===== config.mk =====
export PLATFORM = sky130hd
export DESIGN_NAME = hazard_sequencer
export DESIGN_NICKNAME = d
export VERILOG_FILES = /design/src/rtl/hazard_sequencer.sv
export SDC_FILE = /design/constraint.sdc
export NUM_CORES = 1
export LEC_CHECK = 0
export CORE_ASPECT_RATIO = 0.75
export CORE_UTILIZATION = 37
export CTS_BUF_LIST = sky130_fd_sc_hd__clkbuf_8
export CTS_CLUSTER_DIAMETER = 120
export CTS_CLUSTER_SIZE = 40
export DETAILED_ROUTE_END_ITERATION = 8
export GPL_TIMING_DRIVEN = 0
export MAX_ROUTING_LAYER = met4
export PLACE_DENSITY = 0.89
export SLEW_MARGIN = 40
export SYNTH_ARGS = -nofsm -noshare
export SYNTH_HDL_FRONTEND = slang
export SYNTH_SLANG_ARGS = --single-unit

===== constraint.sdc =====
create_clock -name clk -period 3.3 [get_ports clk]
set_input_delay 0.33 -clock clk [delete_from_list [all_inputs] [get_ports clk]]
set_output_delay 0.33 -clock clk [all_outputs]
set_load 0.005 [all_outputs]

===== src/rtl/hazard_sequencer.sv =====
// rtl/hazard_sequencer.sv - pipeline forwarding, stall/flush control and mult/div busy sequencer.
// Optional performance counters are compiled in with HAZARD_PERF_CNT_EN.
module hazard_sequencer #(
  parameter int MD_LATENCY = 32,
  parameter int REG_BITS   = 5
) (
  input  logic                clk,
  input  logic                reset,
  input  logic [REG_BITS-1:0] rs_d,
  input  logic [REG_BITS-1:0] rt_d,
  input  logic [REG_BITS-1:0] rs_e,
  input  logic [REG_BITS-1:0] rt_e,
  input  logic [REG_BITS-1:0] write_reg_e,
  input  logic [REG_BITS-1:0] write_reg_m,
  input  logic [REG_BITS-1:0] write_reg_w,
  input  logic                reg_write_e,
  input  logic                reg_write_m,
  input  logic                reg_write_w,
  input  logic                mem_to_reg_e,
  input  logic                mem_to_reg_m,
  input  logic                branch_d,
  input  logic                pc_src_d,
  input  logic                md_start_e,
  input  logic                md_use_d,
  output logic [1:0]          forward_a_e,
  output logic [1:0]          forward_b_e,
  output logic                forward_a_d,
  output logic                forward_b_d,
  output logic                stall_f,
  output logic                stall_d,
  output logic                flush_d,
  output logic                flush_e,
  output logic                md_busy,
  output logic                md_done,
  output logic [31:0]         stall_cycles,
  output logic [31:0]         flush_cycles
);

  typedef enum logic [1:0] {IDLE, BUSY, DONE} md_state_t;

  localparam logic [5:0] MD_LOAD = 6'(MD_LATENCY - 1);

  md_state_t  state, state_next;
  logic [5:0] count, count_next;
  logic       lwstall, brstall, mdstall, stall;

  // A write to register 0 never creates a dependency.
  function automatic logic hit(input logic we, input logic [REG_BITS-1:0] dst,
                               input logic [REG_BITS-1:0] src);
    return we && (dst != '0) && (dst == src);
  endfunction

  function automatic logic [1:0] fwd_sel(input logic [REG_BITS-1:0] src);
    if (hit(reg_write_m, write_reg_m, src))      return 2'b10;
    else if (hit(reg_write_w, write_reg_w, src)) return 2'b01;
    else                                         return 2'b00;
  endfunction

  always_ff @(posedge clk) begin
    if (reset) begin
      state <= IDLE;
      count <= 6'd0;
    end else begin
      state <= state_next;
      count <= count_next;
    end
  end

  always_comb begin
    state_next = state;
    count_next = count;
    case (state)
      IDLE: if (md_start_e) begin
        state_next = BUSY;
        count_next = MD_LOAD;
      end
      BUSY: begin
        if (count == 6'd0) state_next = DONE;
        else               count_next = count - 6'd1;
      end
      DONE: begin
        if (md_start_e) begin
          state_next = BUSY;
          count_next = MD_LOAD;
        end else begin
          state_next = IDLE;
        end
      end
      default: state_next = IDLE;
    endcase
  end

  always_comb begin
    md_busy = ~reset && (state == BUSY);
    md_done = ~reset && (state == DONE);
    lwstall = hit(mem_to_reg_e, write_reg_e, rs_d) | hit(mem_to_reg_e, write_reg_e, rt_d);
    brstall = branch_d & (hit(reg_write_e, write_reg_e, rs_d) | hit(reg_write_e, write_reg_e, rt_d) |
                          hit(mem_to_reg_m, write_reg_m, rs_d) | hit(mem_to_reg_m, write_reg_m, rt_d));
    mdstall = md_busy & md_use_d;
    stall   = ~reset & (lwstall | brstall | mdstall);
    stall_f = stall;
    stall_d = stall;
    flush_e = reset | stall;
    flush_d = reset | (pc_src_d & ~stall);
    forward_a_e = reset ? 2'b00 : fwd_sel(rs_e);
    forward_b_e = reset ? 2'b00 : fwd_sel(rt_e);
    forward_a_d = ~reset & hit(reg_write_m, write_reg_m, rs_d);
    forward_b_d = ~reset & hit(reg_write_m, write_reg_m, rt_d);
  end

`ifdef HAZARD_PERF_CNT_EN
  always_ff @(posedge clk) begin
    if (reset) begin
      stall_cycles <= 32'd0;
      flush_cycles <= 32'd0;
    end else begin
      if (stall_d && (stall_cycles != 32'hFFFF_FFFF))
        stall_cycles <= stall_cycles + 32'd1;
      if ((flush_d || flush_e) && (flush_cycles != 32'hFFFF_FFFF))
        flush_cycles <= flush_cycles + 32'd1;
    end
  end
`else
  assign stall_cycles = 32'd0;
  assign flush_cycles = 32'd0;
`endif

endmodule


==> flow_summary_export.csv, run 1 <==
group,metric,value,unit
timing,tightest_slew,0.5301,ns
clock_tree,ctsResizeCount,0,
power_and_ir_drop,p_total,0.5146,mW
power_and_ir_drop,p_leak,1.126,nW
timing,finClkSkew,0.004474,ns
global_route,grt.total_usage,17.65,%
worst_setup_path,path_delay_family,"buffers and inverters",
routing,ant_nets,0,
worst_setup_path,reg2regPathDepth,6,
floorplan,core,0.003780,mm^2
floorplan,initial_core_util,39.95,%
floorplan,die_area,0.004344,mm^2
synthesis,syn_avg_cell_area,7.990,um^2
worst_setup_path,cp_data_arrival_time,2.55,ns
finish,num_antenna_cells,0,
run_status,outcome,"completed",
clock_tree,cts.reportedPaths.clkPinSlew,0.04,ns
finish,syn_to_final_growth,57.17,%
clock_tree,cts_root_buffer,"clkbuf_8",
worst_setup_path,crit_chain,"clkdlybuf4s50_1 > xor2_1 > nor3_1 > nand3_1 > a211o_1 > a31oi_1 > buf_4 > clkdlybuf4s50_1",
routing,wl_per_cell,10.33,um
worst_setup_path,max_stage_delay,0.48,ns
placement,gp_congestion,0.8101,
timing,hold_violations,0,
floorplan,io_pins,122,
clock_tree,clock-sinks,8,
timing,relSlewSlack,64.33,%
timing,rsz0062_at_grt,"no",
worst_setup_path,worstReg2RegStart,"count[0]",
worst_setup_path,cp_max_fo,3,
synthesis,synth_flop_cell,"dfxtp_1",
worst_setup_path,crit_cells,8,
floorplan,fp-row-count,19,
worst_setup_path,worst-path-buf-inv,3,
min_path,hold_path.class,"reg2reg",
finish,layout-drive-gt1-share,25.41,%
routing,vias,1411,
worst_setup_path,rr_endpoint,"count[4]",
worst_setup_path,critPathKind,"in2out",
finish,final_cell_mix,"buf_4, conb_1, clkdlybuf4s50_1",
timing,setup_viol,0,
finish,mostFrequentLayoutCell,"buf_4",
clock_tree,postCtsSetupRepairBufs,0,
synthesis,ys_types,37,
placement,dpl_cell_area,0.002332,mm^2
clock_tree,cts_tree,"yes",
worst_setup_path,endpoint,"stall_f",
global_route,grt_pass1_wl,5.671,mm
floorplan,die_h,57.33,um
routing,viasPerCell,3.930,
worst_setup_path,startpoint_type,"input port",
synthesis,syn-instance-count,189,
routing,drtIter0Drc,24,
global_route,grt_antenna_before_repair,0,
finish,finalNetCount,357,
clock_tree,clock_latency,0.23,ns
worst_setup_path,required,2.97,ns
worst_setup_path,cp_slowest_cell,"clkdlybuf4s50_1",
clock_tree,cts-hold-fix-buffers,0,
global_route,grt-ovfl-total,0,
worst_setup_path,crit_path_end_kind,"output port",
routing,finalWirelength,3.710,mm
job,cap_violations,0,
placement,dp.cells,356,
routing,drtPass1Iterations,4,
clock_tree,h-tree-depth,1,
global_route,grt_start_max_net_pins,11,
timing,period_share,87.21,%
clock_tree,numCtsBuffers,3,
synthesis,synthArstFlopShare,0,%
timing,fin_crit,2.878,ns
floorplan,fp.dieW,75.77,um
synthesis,synth-edff-count,0,
synthesis,ys_ff_latch,8,
power_and_ir_drop,power_density,216.8,mW/mm^2
worst_setup_path,crit_top_cell,"clkdlybuf4s50_1",
timing,max_freq,0.3475,GHz
power_and_ir_drop,max-vdd-ir-drop,178.5,uV
clock_tree,cts_buffer_depth,2,
global_route,first_global_vias,1260,
worst_setup_path,rrSetupSlack,1.57,ns
synthesis,yosysSeqAreaShare,10.60,%
routing,drc,0,
placement,portBuffers,52,
synthesis,yosysWarnings,0,
timing,setup_tns,0,ns
timing,maxSlewViolCount,0,
synthesis,syn_area,0.001510,mm^2
placement,hpwl,3.396,mm
finish,fin_cells,359,
finish,design_area,0.002374,mm^2
worst_setup_path,startpoint,"rt_d[3]",
[cells by family after synthesis]
group / count (synthesis) / share of synthesized area, %
fa+ha+maj: 2 / 1.657
buf+inv: 74 / 35.21
flops: 8 / 10.60
other cells: 1 / 0.2483
xor+xnor: 44 / 25.52
simple gates: 42 / 17.32
compound gates: 18 / 9.445
[worst min path at each step]
stage | startpoint | endpoint | slack, ns | cells past startpoint
CTS | count[4] | count[4] | 0.52 | 2
floorplan | reset | count[1] | 0.40 | 1
global route | count[4] | count[4] | 0.56 | 2
finish | count[4] | count[4] | 0.52 | 2
detailed placement | count[4] | count[4] | 0.52 | 2
global placement | count[4] | count[4] | 0.50 | 2
[cell type report]
| type | count | area [um^2] |
|---|---|---|
| plain buffers | 71 | 520.5 |
| clock buffers | 3 | 41.29 |
| fillers | 317 | 1406 |
| inverters | 3 | 11.26 |
| multi-input cells | 170 | 1055 |
| flip-flops and latches | 8 | 160.2 |
| well taps | 52 | 65.06 |
| repair buffers | 52 | 520.5 |
[cells in the mapped netlist (2+ instances only)]
cell	number	area [um^2]
nand3_1	6	30.03
buf_4	65	488.0
o21ai_1	2	10.01
clkbuf_1	3	11.26
ha_1	2	25.02
buf_2	2	10.01
nor4_2	2	25.02
nor4_1	2	12.51
a21oi_1	5	25.02
nor2b_1	4	25.02
a31oi_1	2	12.51
dfxtp_1	8	160.2
inv_1	3	11.26
nor3_1	10	50.05
nor2_1	5	18.77
or4_1	4	30.03
xor2_1	26	227.7
nand2b_1	2	12.51
xnor2_1	18	157.7
[metal layers]
| layer | global-route usage (%) | routed length, um | vias up |
|---|---|---|---|
| met2 | 31.35 | 1989 | 59 |
| li1 | - | - | 737 |
| met5 | - | 0 | - |
| met1 | 20.69 | 1458 | 615 |
| met3 | 3.887 | 261 | 0 |
| met4 | 2.116 | 0 | 0 |
[sequential cells by signal, indices dropped and copies added, names as in the netlist]
signal  flops
count       6
state       2
[stage by stage]
step / utilization [%] / hold slack [ns] / setup WS, ns
4_1_cts: 62.79 / 0.5218 / 0.4025
3_5_place_dp: 61.70 / 0.5159 / 0.4002
6_report: 62.79 / 0.5235 / 0.4222
5_1_grt: 62.79 / 0.5568 / 0.2704
2_1_floorplan: - / 0.4021 / 1.336
3_3_place_gp: 61.70 / 0.5007 / 0.4775
[where the power goes]
| group | internal [mW] | leakage, nW | switching [mW] |
|---|---|---|---|
| combinational | 0.158 | 1.04 | 0.117 |
| clock | 0.0790 | 0.0216 | 0.0387 |
| sequential | 0.109 | 0.0664 | 0.0125 |
| total | 0.346 | 1.13 | 0.168 |
[worst min-delay path, delay by kind of cell (launching register included)]
family,cells,cell delay [ns]
DFF,1,0.32
AOI/OAI and AO/OA,2,0.14
(Power assumes the default switching activity.)
==> inputs of run 2 (changes only) <==
==> constraint.sdc (replaced) <==
create_clock -name clk -period 3.4 [get_ports clk]
set_input_delay 0.34 -clock clk [delete_from_list [all_inputs] [get_ports clk]]
set_output_delay 0.34 -clock clk [all_outputs]
set_load 0.005 [all_outputs]
==> results of run 2 <==
Same layout as run 1 (identical final DEF). Status: completed.
Among the figures that moved: setup slack after placement 0.4002 ns -> 0.4802 ns; setup slack after layout 0.4222 ns -> 0.5022 ns; register-to-register setup slack 1.57 ns -> 1.67 ns; total power 0.5146 mW -> 0.4995 mW; worst IR drop on VDD 178.5 uV -> 173.3 uV
==> inputs of run 3 (changes only) <==
--- a/config.mk
+++ b/config.mk
@@ -14,7 +14,8 @@
 export GPL_TIMING_DRIVEN = 0
 export MAX_ROUTING_LAYER = met4
 export PLACE_DENSITY = 0.89
-export SLEW_MARGIN = 40
+export RECOVER_POWER = 50
+export SLEW_MARGIN = 20
 export SYNTH_ARGS = -nofsm -noshare
 export SYNTH_HDL_FRONTEND = slang
 export SYNTH_SLANG_ARGS = --single-unit
==> flow_summary_export.csv, run 3 (same netlist as run 1, synthesis figures left out) <==
group,metric,value,unit
routing,drtIter0Drc,26,
worst_setup_path,startpoint_type,"input port",
min_path,hold_path.class,"reg2reg",
run_status,outcome,"completed",
floorplan,die_area,0.004344,mm^2
clock_tree,clock-sinks,8,
clock_tree,ctsResizeCount,0,
power_and_ir_drop,p_leak,1.132,nW
timing,tightest_slew,0.4949,ns
placement,gp_congestion,0.8101,
power_and_ir_drop,max-vdd-ir-drop,172.8,uV
clock_tree,cts-hold-fix-buffers,0,
finish,fillers,319,
global_route,grt_antenna_before_repair,0,
placement,portBuffers,52,
clock_tree,cts.reportedPaths.clkPinSlew,0.04,ns
timing,maxSlewViolCount,0,
placement,hpwl,3.396,mm
timing,hold_violations,0,
finish,top_regs,"count x6, state x2",
worst_setup_path,cp_max_fo,3,
global_route,first_global_vias,1260,
power_and_ir_drop,power_density,209.2,mW/mm^2
finish,mostFrequentLayoutCell,"buf_4",
floorplan,fp.dieW,75.77,um
floorplan,core,0.003780,mm^2
routing,finalWirelength,3.699,mm
floorplan,initial_core_util,39.95,%
timing,setup_viol,0,
finish,num_antenna_cells,0,
routing,viasPerCell,3.928,
finish,final_cell_mix,"buf_4, conb_1, clkdlybuf4s50_1",
finish,largest_register_ffs,6,
timing,rsz0062_at_grt,"no",
worst_setup_path,required,3.06,ns
timing,fin_crit,2.902,ns
routing,vias,1410,
finish,syn_to_final_growth,56.92,%
global_route,grt-ovfl-total,0,
routing,ant_nets,0,
worst_setup_path,cp_data_arrival_time,2.56,ns
job,cap_violations,0,
finish,top_register,"count",
timing,finClkSkew,0.002161,ns
timing,period_share,85.34,%
routing,drc,0,
global_route,grt_start_max_net_pins,11,
routing,drtPass1Iterations,4,
worst_setup_path,critPathKind,"in2out",
clock_tree,cts_root_buffer,"clkbuf_8",
timing,max_freq,0.3446,GHz
finish,finalNetCount,357,
finish,layout-drive-gt1-share,25.08,%
timing,relSlewSlack,66.66,%
floorplan,io_pins,122,
routing,wl_per_cell,10.30,um
finish,postLayoutCoreUtil,62.69,%
clock_tree,cts_buffer_depth,2,
clock_tree,numCtsBuffers,3,
worst_setup_path,crit_path_end_kind,"output port",
clock_tree,postCtsSetupRepairBufs,0,
floorplan,die_h,57.33,um
floorplan,fp-row-count,19,
clock_tree,clock_latency,0.23,ns
global_route,grt_pass1_wl,5.671,mm
global_route,grt.total_usage,17.65,%
clock_tree,cts_tree,"yes",
timing,setup_tns,0,ns
clock_tree,h-tree-depth,1,
## run 3: per-layer routing
layer / up-vias / global-route usage, % / part of all wire (%)
met5: - / - / 0
met4: 0 / 2.116 / 0
met3: 0 / 3.887 / 6.5
met2: 54 / 31.35 / 54
met1: 618 / 20.69 / 39
li1: 738 / - / -
## run 3: area by class of cell
type	instances	area [um^2]	area share (%)
Multi-Input combinational cell	170	1051	44.35
Timing Repair Buffer	52	520.5	21.96
Buffer	71	520.5	21.96
Sequential cell	8	160.2	6.758
Tap cell	52	65.06	2.746
Clock buffer	3	41.29	1.742
Inverter	3	11.26	0.4752
## run 3: stage by stage
stage | cell area [um^2] | setup slack [ns] | hold WS (ns) | instances | total power [mW]
3_3_place_gp | 2332 | 0.5575 | 0.5007 | 356 | 0.3745
4_1_cts | 2374 | 0.4825 | 0.5218 | 359 | 0.4975
3_5_place_dp | 2332 | 0.4802 | 0.5159 | 356 | 0.3820
2_1_floorplan | 1747 | 1.416 | 0.4121 | 252 | 0.2909
6_report | 2370 | 0.4984 | 0.5259 | 359 | 0.4957
5_1_grt | 2370 | 0.3504 | 0.5568 | 359 | 0.5303
## run 3: report_power, final
group | internal (mW) | total, mW | switching, mW
registers | 0.106 | 0.118 | 0.0121
logic | 0.152 | 0.264 | 0.112
clock network | 0.0767 | 0.114 | 0.0375
## run 3: path summary, 6_finish.rpt
path,endpoint,from,slack [ns],cells past startpoint
worst max-delay path,stall_f,rs_d[3],0.50,8
worst min-delay path,count[4],count[4],0.53,2
worst max register to register,count[4],count[0],1.60,6
worst min register to register,count[4],count[4],0.53,2
## run 3: worst max-delay path, cell delays in order
cell             delay [ns]
clkdlybuf4s50_1        0.46
xor2_1                 0.16
nor3_1                 0.22
nand3_1                0.13
a211o_1                0.37
a31oi_1                0.25
buf_4                  0.14
clkdlybuf4s50_1        0.48
